<file path="src/rtl/predictor_phase_sequencer.sv">
// Phase sequencer for the predictor datapath: emits a one-hot trigger train with a
// programmable per-phase dwell, continuous or one-shot frames, stall and frame counting.
module predictor_phase_sequencer #(
  parameter int unsigned NUM_PHASES  = 4,
  parameter int unsigned DWELL_W     = 4,
  parameter int unsigned FRAME_CNT_W = 16,
  localparam int unsigned PHASE_W    = (NUM_PHASES > 2) ? $clog2(NUM_PHASES) : 1
) (
  input  logic                          clock,
  input  logic                          reset,
  input  logic                          enable,
  input  logic                          one_shot,
  input  logic                          start,
  input  logic                          stall,
  input  logic [NUM_PHASES*DWELL_W-1:0] dwell,
  output logic [NUM_PHASES-1:0]         trigger,
  output logic [PHASE_W-1:0]            phase,
  output logic                          busy,
  output logic                          frame_done,
  output logic [FRAME_CNT_W-1:0]        frame_count
);

  typedef enum logic [0:0] {StIdle, StRun} state_e;

  localparam logic [PHASE_W-1:0]    LastPhase = PHASE_W'(NUM_PHASES - 1);
  localparam logic [NUM_PHASES-1:0] FirstTrig = NUM_PHASES'(1);

  state_e               state_q;
  logic [DWELL_W-1:0]   cnt_q;
  logic [DWELL_W-1:0]   dwell_arr [NUM_PHASES];
  logic [PHASE_W-1:0]   phase_inc;

  always_comb begin
    for (int k = 0; k < NUM_PHASES; k++) begin
      dwell_arr[k] = dwell[k*DWELL_W +: DWELL_W];
    end
  end

  assign phase_inc = phase + PHASE_W'(1);

  always_ff @(posedge clock or posedge reset) begin
    if (reset) begin
      state_q     <= StIdle;
      cnt_q       <= '0;
      trigger     <= '0;
      phase       <= '0;
      busy        <= 1'b0;
      frame_done  <= 1'b0;
      frame_count <= '0;
    end else begin
      frame_done <= 1'b0;
      // A stalled edge changes nothing; a start seen while stalled is simply lost.
      if (!stall) begin
        unique case (state_q)
          StIdle: begin
            if (enable && (!one_shot || start)) begin
              state_q <= StRun;
              phase   <= '0;
              cnt_q   <= dwell_arr[0];
              trigger <= FirstTrig;
              busy    <= 1'b1;
            end
          end
          StRun: begin
            if (cnt_q != '0) begin
              cnt_q <= cnt_q - DWELL_W'(1);
            end else if (phase != LastPhase) begin
              phase   <= phase_inc;
              cnt_q   <= dwell_arr[phase_inc];
              trigger <= trigger << 1;
            end else begin
              frame_done  <= 1'b1;
              frame_count <= frame_count + FRAME_CNT_W'(1);
              // Mode and enable are only consulted here, so a frame is never cut short.
              if (enable && !one_shot) begin
                phase   <= '0;
                cnt_q   <= dwell_arr[0];
                trigger <= FirstTrig;
              end else begin
                state_q <= StIdle;
                phase   <= '0;
                trigger <= '0;
                busy    <= 1'b0;
              end
            end
          end
          default: state_q <= StIdle;
        endcase
      end
    end
  end

endmodule

</file>
<file path="config.mk">
export PLATFORM = sky130hd
export DESIGN_NAME = predictor_phase_sequencer
export DESIGN_NICKNAME = d
export VERILOG_FILES = /design/src/rtl/predictor_phase_sequencer.sv
export SDC_FILE = /design/constraint.sdc
export NUM_CORES = 1
export LEC_CHECK = 0
export ABC_AREA = 1
export BUFFER_PORTS_ARGS = -buffer_cell sky130_fd_sc_hd__clkbuf_2
export CAP_MARGIN = 40
export CORE_MARGIN = 3
export CORE_UTILIZATION = 50
export CTS_CLUSTER_DIAMETER = 50
export DETAILED_ROUTE_END_ITERATION = 7
export GPL_TIMING_DRIVEN = 1
export PLACE_DENSITY = 0.79
export SLEW_MARGIN = 15
export SYNTH_ARGS = -nofsm -noshare
export SYNTH_HDL_FRONTEND = slang
export SYNTH_SLANG_ARGS = --single-unit
export TNS_END_PERCENT = 1
</file>
<file path="constraint.sdc">
create_clock -name clock -period 3.8 [get_ports clock]
set_input_delay 0.76 -clock clock [delete_from_list [all_inputs] [get_ports clock]]
set_output_delay 0.76 -clock clock [all_outputs]
set_load 0.03 [all_outputs]
</file>
==> impl_results.md <==
* Status: finished, final reports clean
* Detailed Routing Iterations Pass 1 at 4
* Final hold violation count at 0
* Crit path buf inv count at 1
* Clock Skews at ~2.6 ps
* # port buffers at between 40 and 50
* Routability Congestion at 0.8747
* Cts hold-fix bufs at 0
* Yosys warns at 0
* TritonCTS buffer count at 5
* Async set or reset register ratio after synthesis at between 90% and 100%
* RSZ-0062 raised after global routing: no
* Crit end category: output port
* Die area at 4585 sq um
* Max-cap violations at 0
* Clk_lat worst skew at between 200 and 300 ps
* Sequential Power Share at about two fifths
* Least-Margin Pin Slew at about 600 ps
* Cell Int Power at between 600 and 700 uW
* Post-synth EDFFs at 0
* Critical path data arrival time at around 1000 ps
* CP cell instances: clkbuf_2
* Top_reg_cell synth: dfrtp_1
* Worst Path Max Fanout at 9
* Clock transition at path regs at 60 ps
* Area grow syn2layout at 18.53%
* Setup Viol. Count Final at 0
* Die height at 67.72 um
* Clk root buf: clkbuf_8
* Vias in the first global route at 1709
* Post-Route Setup TNS at 0 ps
* Rel. slew slack at between 50 and 60%
* Hold WC Path Type: reg -> reg
* Critical Setup Path Class: reg -> out
* Psw at between 400 and 500 uW
* Nets at around 360
* Routed len/inst at roughly 11 um
* Rows at 21
* Commonest non-fill, non-tap cell in the layout: nand2_1
* GRT Resource Usage Total at 21.31%
* Layout cells sized above 1 at between 10% and 20%
* CTS resizes at 0
* CP delay by family, top: flip-flops
* Leakage at around 0.0013 uW
* Clock Tree Buf Depth at 2
* Final WS setup at ~2000 ps
* Diodes inserted at 0
* Most frequent cells in the layout: nand2_1 (106), clkbuf_2 (45), inv_1 (42)
* Logic gate share of total power at approximately two fifths
* Initial antenna violation count at 0
* VDD IR max at approximately 0.26 mV
* Post-DR vias/cell at between 4 and 5
* Largest net degree at the start of global routing at 26
* Switch share at around two fifths
* GRT Residual Overflow at 0
* Initial cell density of the core at a little over half
* Remaining DRCs at 0
* Crit share post-route at a little under half
* H-Tree Depth at 2
* First-pass GRT wire length at between 7000 and 8000 um
* Syn nets at 315
* Num ports at 46
* Clock share of power at 22.6%
* Place WS at just over 2000 ps
* Cells after Synth at 290
* Seq/Total Area, Yosys at between 30% and 40%
* CTS tree: built
* Crit path required time at about 3000 ps
* Hpwl dp at 3355 um
* Pins over their slew limit at 0
* Fin crit period at around 1800 ps
* Post-synthesis instance area at ~1900 sq um
* Post-synthesis area per instance at 6.567 sq um
* Die X at between 60 and 70 um
* DRT iter0 DRCs at between 100 and 150
* #FFs+latches synth at 29
* Synth unique cells at 19
* Largest stage delay on the critical path at 490 ps
* Post-CTS setup buffers at 0
* Clock net sink count at 29
* Startpoint class of the critical path: flip-flop
* Pwr Density at 477.9 nW/um^2
* Final WL at 4337 um
* CP max stage cell: dfrtp_1
* Total number of vias at roughly 1900
* Antenna Violating Nets Remaining at 0
* Fmax at around 0.56 GHz
* Placeable Area at approximately 3500 sq um
-- power groups by stage --
stage	clock network, uW	logic [uW]	registers, uW
finish	244	420	414
floorplan	0	256	474
CTS	249	422	414
global route	264	479	424
global placement	0	411	417
detailed placement	0	421	419
-- layout make-up --
| cell class | instances | area (sq um) |
|---|---|---|
| fill | 337 | 1237 |
| multi-input combinational | 213 | 974.7 |
| sequential | 29 | 725.7 |
| timing repair buffer | 46 | 252.7 |
| inverter | 43 | 166.4 |
| clock buffer | 8 | 80.08 |
| tap | 46 | 57.56 |
-- sequential cells by signal, indices dropped and copies added, names as in the netlist --
register,count
state_q,1
phase,2
trigger,4
busy,1
frame_done,1
frame_count,16
cnt_q,4
-- worst paths after layout --
| check | from | to | slack, ps | cells past startpoint |
|---|---|---|---|---|
| max | phase[0] | phase[0] | 2000 | 1 |
| min | busy | busy | 490 | 2 |
| max reg2reg | phase[0] | cnt_q[0] | 2050 | 8 |
| min reg2reg | busy | busy | 490 | 2 |
| max in group asynchronous | reset | frame_count[13] | 2790 | 3 |
| min in group asynchronous | reset | frame_count[8] | 520 | 2 |
-- per-stage QoR --
step	instances	instance area, sq um	total power [uW]	hold slack, ps	utilization [%]
final	385	2257	1079	493.2	64.59
after detailed placement	377	2177	839.7	482.9	62.30
after floorplan	290	1904	729.7	491.5	-
after CTS	385	2257	1085	497.2	64.59
after global placement	376	2150	828.0	466.7	61.51
after global routing	385	2257	1166	525.1	64.59
-- Yosys cell counts, types with 3 or more instances --
library cell / number / share of area (%)
dfrtp_1: 29 / 38
buf_2: 3 / 0.79
nand4_1: 6 / 2.0
nor2_1: 38 / 7.5
ha_1: 3 / 2.0
a21oi_1: 6 / 1.6
o21ai_1: 4 / 1.1
nand2_1: 106 / 21
xor2_1: 6 / 2.8
inv_1: 42 / 8.3
nand3_1: 18 / 4.7
o21ai_0: 17 / 4.5
nand3b_1: 3 / 1.2
-- routing by layer --
layer  GRT usage, %  share of wire, %
met1          28.31                48
met2          32.44                45
met3          6.323               5.1
met4          8.101               1.8
met5              0                 0
-- cells by family after synthesis --
logic type	count (synthesis)	share of synthesized area, %
compound gates	27	7.096
flops	29	38.11
fa+ha+maj	3	1.971
buf+inv	48	10.71
simple gates	177	39.36
xor+xnor	6	2.760
Power figures use the tool's default switching activity.
